**src/rtl/memlcd_pkg.sv**
```systemverilog
// Shared defaults and sizing helpers for the memory-LCD pixel feeder.
package memlcd_pkg;

   localparam int VCOM_DIV_DEFAULT = 32'd1666666;
   localparam int HI_WM_DEFAULT    = 32'd56;
   localparam int LO_WM_DEFAULT    = 32'd8;

   // Level counter must hold 0..depth inclusive, hence one bit beyond the pointer.
   function automatic int level_w(input int depth_log2);
      return depth_log2 + 32'd1;
   endfunction

   function automatic int vcom_cnt_w(input int div);
      return (div > 32'd1) ? $clog2(div) : 32'd1;
   endfunction

endpackage

```
**src/rtl/memlcd_fifo.sv**
```systemverilog
// Byte buffer for the memory-LCD feeder: first-word-fall-through read, flush with optional seed write.
module memlcd_fifo
   import memlcd_pkg::*;
#(
   parameter int DEPTH_LOG2 = 6
) (
   input  logic                              i_clk,
   input  logic                              i_reset,
   input  logic                              i_flush,
   input  logic                              i_wr,
   input  logic [7:0]                        i_wdata,
   input  logic                              i_rd,
   output logic [7:0]                        o_rdata,
   output logic [level_w(DEPTH_LOG2)-1:0]    o_level,
   output logic                              o_full,
   output logic                              o_empty,
   output logic                              o_drop
);

   localparam int                    LVL_W    = level_w(DEPTH_LOG2);
   localparam int                    DEPTH    = 2 ** DEPTH_LOG2;
   localparam logic [LVL_W-1:0]      LVL_FULL = LVL_W'(DEPTH);
   localparam logic [LVL_W-1:0]      LVL_ONE  = LVL_W'(1);
   localparam logic [LVL_W-1:0]      LVL_ZERO = LVL_W'(0);
   localparam logic [DEPTH_LOG2-1:0] PTR_ONE  = DEPTH_LOG2'(1);
   localparam logic [DEPTH_LOG2-1:0] PTR_ZERO = DEPTH_LOG2'(0);

   logic [7:0]            mem_r [DEPTH];
   logic [DEPTH_LOG2-1:0] wr_ptr_r, rd_ptr_r;
   logic [DEPTH_LOG2-1:0] wr_addr_s, wr_ptr_nxt_s, rd_ptr_nxt_s;
   logic [LVL_W-1:0]      level_r, level_nxt_s;
   logic                  full_s, push_s, pop_s;

   // Push/pop decision; a flush discards any pop and restarts the buffer at slot 0.
   always_comb begin
      full_s       = (level_r == LVL_FULL);
      push_s       = 1'b0;
      pop_s        = 1'b0;
      o_drop       = 1'b0;
      wr_addr_s    = wr_ptr_r;
      wr_ptr_nxt_s = wr_ptr_r;
      rd_ptr_nxt_s = rd_ptr_r;
      level_nxt_s  = level_r;
      if (i_flush) begin
         push_s       = i_wr;
         wr_addr_s    = PTR_ZERO;
         rd_ptr_nxt_s = PTR_ZERO;
         wr_ptr_nxt_s = i_wr ? PTR_ONE : PTR_ZERO;
         level_nxt_s  = i_wr ? LVL_ONE : LVL_ZERO;
      end else begin
         pop_s  = i_rd & (level_r != LVL_ZERO);
         push_s = i_wr & (~full_s | pop_s);
         o_drop = i_wr & full_s & ~pop_s;
         if (push_s) wr_ptr_nxt_s = wr_ptr_r + PTR_ONE;
         else        wr_ptr_nxt_s = wr_ptr_r;
         if (pop_s)  rd_ptr_nxt_s = rd_ptr_r + PTR_ONE;
         else        rd_ptr_nxt_s = rd_ptr_r;
         case ({push_s, pop_s})
            2'b10:   level_nxt_s = level_r + LVL_ONE;
            2'b01:   level_nxt_s = level_r - LVL_ONE;
            default: level_nxt_s = level_r;
         endcase
      end
   end

   // Storage array, deliberately without reset.
   always_ff @(posedge i_clk) begin
      if (push_s) mem_r[wr_addr_s] <= i_wdata;
   end

   // Pointers, level and registered status flags.
   always_ff @(posedge i_clk or posedge i_reset) begin
      if (i_reset) begin
         wr_ptr_r <= PTR_ZERO;
         rd_ptr_r <= PTR_ZERO;
         level_r  <= LVL_ZERO;
         o_full   <= 1'b0;
         o_empty  <= 1'b1;
      end else begin
         wr_ptr_r <= wr_ptr_nxt_s;
         rd_ptr_r <= rd_ptr_nxt_s;
         level_r  <= level_nxt_s;
         o_full   <= (level_nxt_s == LVL_FULL);
         o_empty  <= (level_nxt_s == LVL_ZERO);
      end
   end

   assign o_rdata = mem_r[rd_ptr_r];
   assign o_level = level_r;

endmodule

```
**src/rtl/memlcd_feeder.sv**
```systemverilog
// Memory-LCD feeder: byte buffer, pixel unpacking, CTS hysteresis and VCOM generation.
// Optional dropped-byte statistics are built when MEMLCD_FEEDER_STATS_EN is defined.
module memlcd_feeder
   import memlcd_pkg::*;
#(
   parameter int PIX_W      = 6,
   parameter int DEPTH_LOG2 = 6,
   parameter int HI_WM      = HI_WM_DEFAULT,
   parameter int LO_WM      = LO_WM_DEFAULT,
   parameter int VCOM_DIV   = VCOM_DIV_DEFAULT
) (
   input  logic                           i_clk,
   input  logic                           i_reset,
   input  logic [7:0]                     i_byte,
   input  logic                           i_byte_valid,
   input  logic                           i_frame_start,
   input  logic                           i_pack,
   output logic [PIX_W-1:0]               o_pix,
   output logic                           o_pix_valid,
   input  logic                           i_pix_ready,
   output logic                           o_cts,
   output logic [level_w(DEPTH_LOG2)-1:0] o_level,
   output logic                           o_full,
   output logic                           o_empty,
   output logic                           o_ovf,
   input  logic                           i_vcom_en,
   output logic                           o_vcom,
   output logic                           o_va,
   output logic                           o_vb,
   output logic [15:0]                    o_drop_cnt
);

   localparam int   LVL_W   = level_w(DEPTH_LOG2);
   localparam int   CNT_W   = vcom_cnt_w(VCOM_DIV);
   localparam logic PACK_OK = (PIX_W <= 4) ? 1'b1 : 1'b0;

   logic [7:0]       head_s;
   logic             drop_s, pop_s, xfer_s, pack_eff_s, phase_nxt_s;
   logic             phase_r, pack_r;
   logic [CNT_W-1:0] vcnt_r;
   logic             vphase_r;

   memlcd_fifo #(.DEPTH_LOG2(DEPTH_LOG2)) u_fifo (
      .i_clk   (i_clk),
      .i_reset (i_reset),
      .i_flush (i_frame_start),
      .i_wr    (i_byte_valid),
      .i_wdata (i_byte),
      .i_rd    (pop_s),
      .o_rdata (head_s),
      .o_level (o_level),
      .o_full  (o_full),
      .o_empty (o_empty),
      .o_drop  (drop_s)
   );

   assign o_pix_valid = ~o_empty;

   // Unpack control: in packed mode the byte is popped only after its high-nibble pixel.
   always_comb begin
      xfer_s      = ~o_empty & i_pix_ready;
      pack_eff_s  = 1'b0;
      pop_s       = 1'b0;
      phase_nxt_s = phase_r;
      if (phase_r) pack_eff_s = pack_r;
      else         pack_eff_s = i_pack & PACK_OK;
      if (!xfer_s) begin
         phase_nxt_s = phase_r;
         pop_s       = 1'b0;
      end else if (pack_eff_s && !phase_r) begin
         phase_nxt_s = 1'b1;
         pop_s       = 1'b0;
      end else begin
         phase_nxt_s = 1'b0;
         pop_s       = 1'b1;
      end
      if (o_empty)      o_pix = {PIX_W{1'b0}};
      else if (phase_r) o_pix = PIX_W'(head_s >> 4);
      else              o_pix = PIX_W'(head_s);
   end

   // Unpack phase and the pack mode captured at the start of each byte.
   always_ff @(posedge i_clk or posedge i_reset) begin
      if (i_reset) begin
         phase_r <= 1'b0;
         pack_r  <= 1'b0;
      end else if (i_frame_start) begin
         phase_r <= 1'b0;
         pack_r  <= 1'b0;
      end else begin
         phase_r <= phase_nxt_s;
         if (!phase_r) pack_r <= i_pack & PACK_OK;
      end
   end

   // CTS hysteresis on the registered level; holds between the watermarks.
   always_ff @(posedge i_clk or posedge i_reset) begin
      if (i_reset)                            o_cts <= 1'b1;
      else if (o_level >= LVL_W'(HI_WM))      o_cts <= 1'b0;
      else if (o_level <= LVL_W'(LO_WM))      o_cts <= 1'b1;
      else                                    o_cts <= o_cts;
   end

   // Sticky overflow flag, cleared by a frame start.
   always_ff @(posedge i_clk or posedge i_reset) begin
      if (i_reset)            o_ovf <= 1'b0;
      else if (i_frame_start) o_ovf <= 1'b0;
      else if (drop_s)        o_ovf <= 1'b1;
      else                    o_ovf <= o_ovf;
   end

`ifdef MEMLCD_FEEDER_STATS_EN
   logic [15:0] drop_cnt_r;

   // Saturating dropped-byte counter.
   always_ff @(posedge i_clk or posedge i_reset) begin
      if (i_reset)                                  drop_cnt_r <= 16'h0000;
      else if (i_frame_start)                       drop_cnt_r <= 16'h0000;
      else if (drop_s && (drop_cnt_r != 16'hFFFF))  drop_cnt_r <= drop_cnt_r + 16'h0001;
      else                                          drop_cnt_r <= drop_cnt_r;
   end

   assign o_drop_cnt = drop_cnt_r;
`else
   assign o_drop_cnt = 16'h0000;
`endif

   // VCOM divider; outputs are registered from the phase being loaded so they track it exactly.
   always_ff @(posedge i_clk or posedge i_reset) begin
      if (i_reset) begin
         vcnt_r   <= CNT_W'(0);
         vphase_r <= 1'b0;
         o_vcom   <= 1'b0;
         o_va     <= 1'b0;
         o_vb     <= 1'b0;
      end else if (!i_vcom_en) begin
         vcnt_r   <= CNT_W'(0);
         vphase_r <= 1'b0;
         o_vcom   <= 1'b0;
         o_va     <= 1'b0;
         o_vb     <= 1'b0;
      end else if (vcnt_r == CNT_W'(VCOM_DIV - 1)) begin
         vcnt_r   <= CNT_W'(0);
         vphase_r <= ~vphase_r;
         o_vcom   <= vphase_r;
         o_va     <= ~vphase_r;
         o_vb     <= vphase_r;
      end else begin
         vcnt_r   <= vcnt_r + CNT_W'(1);
         vphase_r <= vphase_r;
         o_vcom   <= ~vphase_r;
         o_va     <= vphase_r;
         o_vb     <= ~vphase_r;
      end
   end

endmodule
```
**config.mk**
```make
export PLATFORM = sky130hd
export DESIGN_NAME = memlcd_feeder
export DESIGN_NICKNAME = d
export VERILOG_FILES = /design/src/rtl/memlcd_pkg.sv /design/src/rtl/memlcd_fifo.sv /design/src/rtl/memlcd_feeder.sv
export SDC_FILE = /design/constraint.sdc
export NUM_CORES = 1
export LEC_CHECK = 0
export CORE_MARGIN = 2
export CORE_UTILIZATION = 57
export CTS_BUF_LIST = sky130_fd_sc_hd__clkbuf_16
export CTS_CLUSTER_SIZE = 14
export DETAILED_ROUTE_END_ITERATION = 16
export DONT_BUFFER_PORTS = 1
export PLACE_DENSITY = 0.75
export SETUP_SLACK_MARGIN = 0.15
export SYNTH_ARGS = -nofsm -noshare
export SYNTH_HDL_FRONTEND = slang
export SYNTH_SLANG_ARGS = --single-unit
export TNS_END_PERCENT = 50
```
**constraint.sdc**
```tcl
create_clock -name i_clk -period 2.5 [get_ports i_clk]
set_clock_uncertainty 0.15 [all_clocks]
set_input_delay 0 -clock i_clk [delete_from_list [all_inputs] [get_ports i_clk]]
set_output_delay 0 -clock i_clk [all_outputs]
set_load 0.1 [all_outputs]
```
==> impl_metrics.tcl <==
set metrics [dict create \
    status "finished, violations left" \
    violations "negative setup slack" \
    finalHoldViolCount 0 \
    drtPass1Iterations 5 \
    io_buffers 0 \
    crit_fanout 4 \
    die_w_um 203 \
    power.static_leakage_uw 0.00897 \
    synth_area_um2 22700 \
    num_rows 73 \
    drv_slew 0 \
    h-tree-depth 2 \
    start_util_pct 57.5 \
    core-area_um2 39500 \
    syn_area_per_cell_um2 17.9 \
    place_hpwl_mm 33.8 \
    period_share_pct 138 \
    die_area_um2 41400 \
    critPathLaunchType "flip-flop" \
    grt_pass1_wl_mm 83.1 \
    layout_min_cycle_time_ns 3.44 \
    multi_input_area_um2 6540 \
    peakVddDrop_uv 554 \
    grt_pass1_vias 13100 \
    overflow 0 \
    layout.nets 1482 \
    tightestPinTransition_ns 1.06 \
    setup_tns_ns -5.29 \
    crit_required_ns 2.35 \
    critPathKind "reg2out" \
    synth-edff-count 512 \
    stdcell_count 2027 \
    ys_ff_latch 559 \
    vias 13000 \
    syn_inst 1268 \
    setup_viol 9 \
    cp.arrival_ns 3.29 \
    regArea_um2 16600 \
    area_growth_pct 22.1 \
    clock_latency_ns 0.59 \
    slew_headroom_pct 29.5 \
    totalWireLength_mm 56.5 \
    async_flop_share_pct 8.41 \
    drt-wirelength-per-cell_um 27.9 \
    antenna_cells 0 \
    cts_max_path_buffers 3 \
    cts_tree "built" \
    postLayoutSetupSlackWorst_ns -0.943 \
    max_cap_viol_count 0 \
    final_common_cell "edfxtp_1" \
    dp.cells 1882 \
    gp_congestion 0.882 \
    layout_common_cells "edfxtp_1 (512), buf_4 (139), mux4_2 (105), nor2_1 (63), nor2_4 (62)" \
    power.density_nw_per_um2 849 \
    min_path_type "in2reg" \
    antenna_found_initial 0 \
    root_buffer "clkbuf_16" \
    ios 52 \
    yosysWarnings 0 \
    fmax_ghz 0.290 \
    grt_max_degree 65 \
    ant_nets 0 \
    clock-sinks 559 \
    worstSetupEndpointType "primary output" \
    hold_ws_ns 0.0266 \
    drt_iter0_drc 1456 \
    drc_errors 0 \
    yosysSeqAreaShare_pct 73.0 \
    place_ws_ns -0.369 \
    drive_above_1_share_pct 33.4 \
    fin_util_pct 70.2 \
    grtUsageTotal_pct 27.6 \
    cts_made_buffers 52 \
    clkSlewWorstSetupHoldPaths_ns 0.07 \
    rsz0062_at_grt "yes" \
    vias_per_cell 6.41 \
    synth.distinct_cells 65 \
    synthFlopType "edfxtp_1" \
    die_h_um 203 \
    fill_cells 2295 \
]
logic make-up (layout without fill, tap and decap cells):
logic type / after synthesis / count (layout) / share of synthesized area, %
DFF: 559 / 559 / 73.0
and+or+nand+nor: 294 / 294 / 6.36
muxes: 165 / 165 / 13.1
AOI/OAI and AO/OA: 120 / 120 / 3.72
buffers and inverters: 89 / 308 / 2.21
xor gates and xnor gates: 35 / 35 / 1.35
adders and majority gates: 5 / 5 / 0.276
other: 1 / 16 / 0.0165
worst max-delay path, stage by stage, from the launching register on:
cell and delay [ns]:
dfrtp_4 0.51, buf_8 0.15, buf_12 0.13, mux4_2 0.35
o22ai_2 0.07, buf_6 0.15, nor4_4 0.30, mux2i_1 0.14
o211ai_1 0.56, clkbuf_16 0.33
power breakdown:
| group | switching, µW | internal, µW | leakage [µW] |
|---|---|---|---|
| Combinational | 3080 | 2440 | 0.00292 |
| Sequential | 189 | 10300 | 0.00523 |
| Clock | 3360 | 4100 | 0.000824 |
| Total | 6630 | 16900 | 0.00897 |
cells in the mapped netlist (all sizes together), types with 3 or more instances:
library cell | number | area share, %
ha | 5 | 0.28
edfxtp | 512 | 68
nand2b | 7 | 0.20
nand4 | 16 | 0.44
or2 | 3 | 0.083
mux4 | 105 | 10
o211ai | 4 | 0.13
dfrtp | 45 | 5.0
a31oi | 4 | 0.11
xnor2 | 14 | 0.54
a21boi | 3 | 0.099
nor2b | 15 | 0.41
clkbuf | 33 | 0.55
nand3 | 34 | 0.75
o21ai | 7 | 0.17
nor2 | 129 | 2.1
and2 | 4 | 0.11
nand2 | 39 | 0.65
and3 | 8 | 0.22
buf | 51 | 1.6
nor4 | 7 | 0.22
nor3 | 12 | 0.34
a22oi | 51 | 1.7
or3 | 4 | 0.11
mux2i | 60 | 2.6
inv | 5 | 0.083
a211oi | 3 | 0.099
xor2 | 21 | 0.81
o22ai | 16 | 0.44
a21oi | 16 | 0.35
path summary, 6_finish.rpt:
kind	from	endpoint	slack, ns	cells past startpoint
max reg2reg	u_fifo.o_empty	u_fifo.o_full	-0.20	9
min	i_pix_ready	u_fifo.o_level[1]	0.03	6
min reg2reg	vcnt_r[0]	vcnt_r[0]	0.36	1
min in group asynchronous	i_reset	u_fifo.o_empty	0.42	3
max	u_fifo.rd_ptr_r[0]	o_pix[0]	-0.94	9
max in group asynchronous	i_reset	u_fifo.o_level[4]	0.55	4
through the flow:
| step | total power [µW] | cell area, µm² |
|---|---|---|
| CTS | 23300 | 27400 |
| global placement | 15300 | 24800 |
| finish | 23500 | 27700 |
| global route | 24100 | 27700 |
| detailed placement | 15300 | 24800 |
| floorplan | 14000 | 23200 |
sequential cells by signal (all words and copies together), names as in the netlist:
signal           flops
o_vb                 1
u_fifo.wr_ptr_r      6
phase_r              1
u_fifo.o_empty       1
u_fifo.o_level       7
vphase_r             1
o_ovf                1
vcnt_r              21
u_fifo.mem_r       512
o_cts                1
u_fifo.o_full        1
u_fifo.rd_ptr_r      6
what timing repair did:
action	CTS	global route
resized for setup	86	50
hold endpoints to repair	1013	0
setup endpoints to repair	402	200
setup buffers	14	8
cloned	3	0
pin swaps	15	30
hold buffers	26	0
layer usage:
layer  global-route usage, %  vias to the layer above  share of wire (%)
met5                       0                        -                  0
met3                    4.95                      156                8.7
met1                    37.6                     6664                 38
met2                    44.1                      740                 49
met4                    12.8                        0                4.6
li1                        -                     5433                  -
final cells by class:
type / instances / area share, %
Clock inverter: 42 / 1.06
Inverter: 5 / 0.0814
Sequential cell: 559 / 59.9
Tap cell: 525 / 2.37
Clock buffer: 52 / 4.70
Timing Repair Buffer: 209 / 8.23
Multi-Input combinational cell: 635 / 23.6
Power figures use the tool's default switching activity.
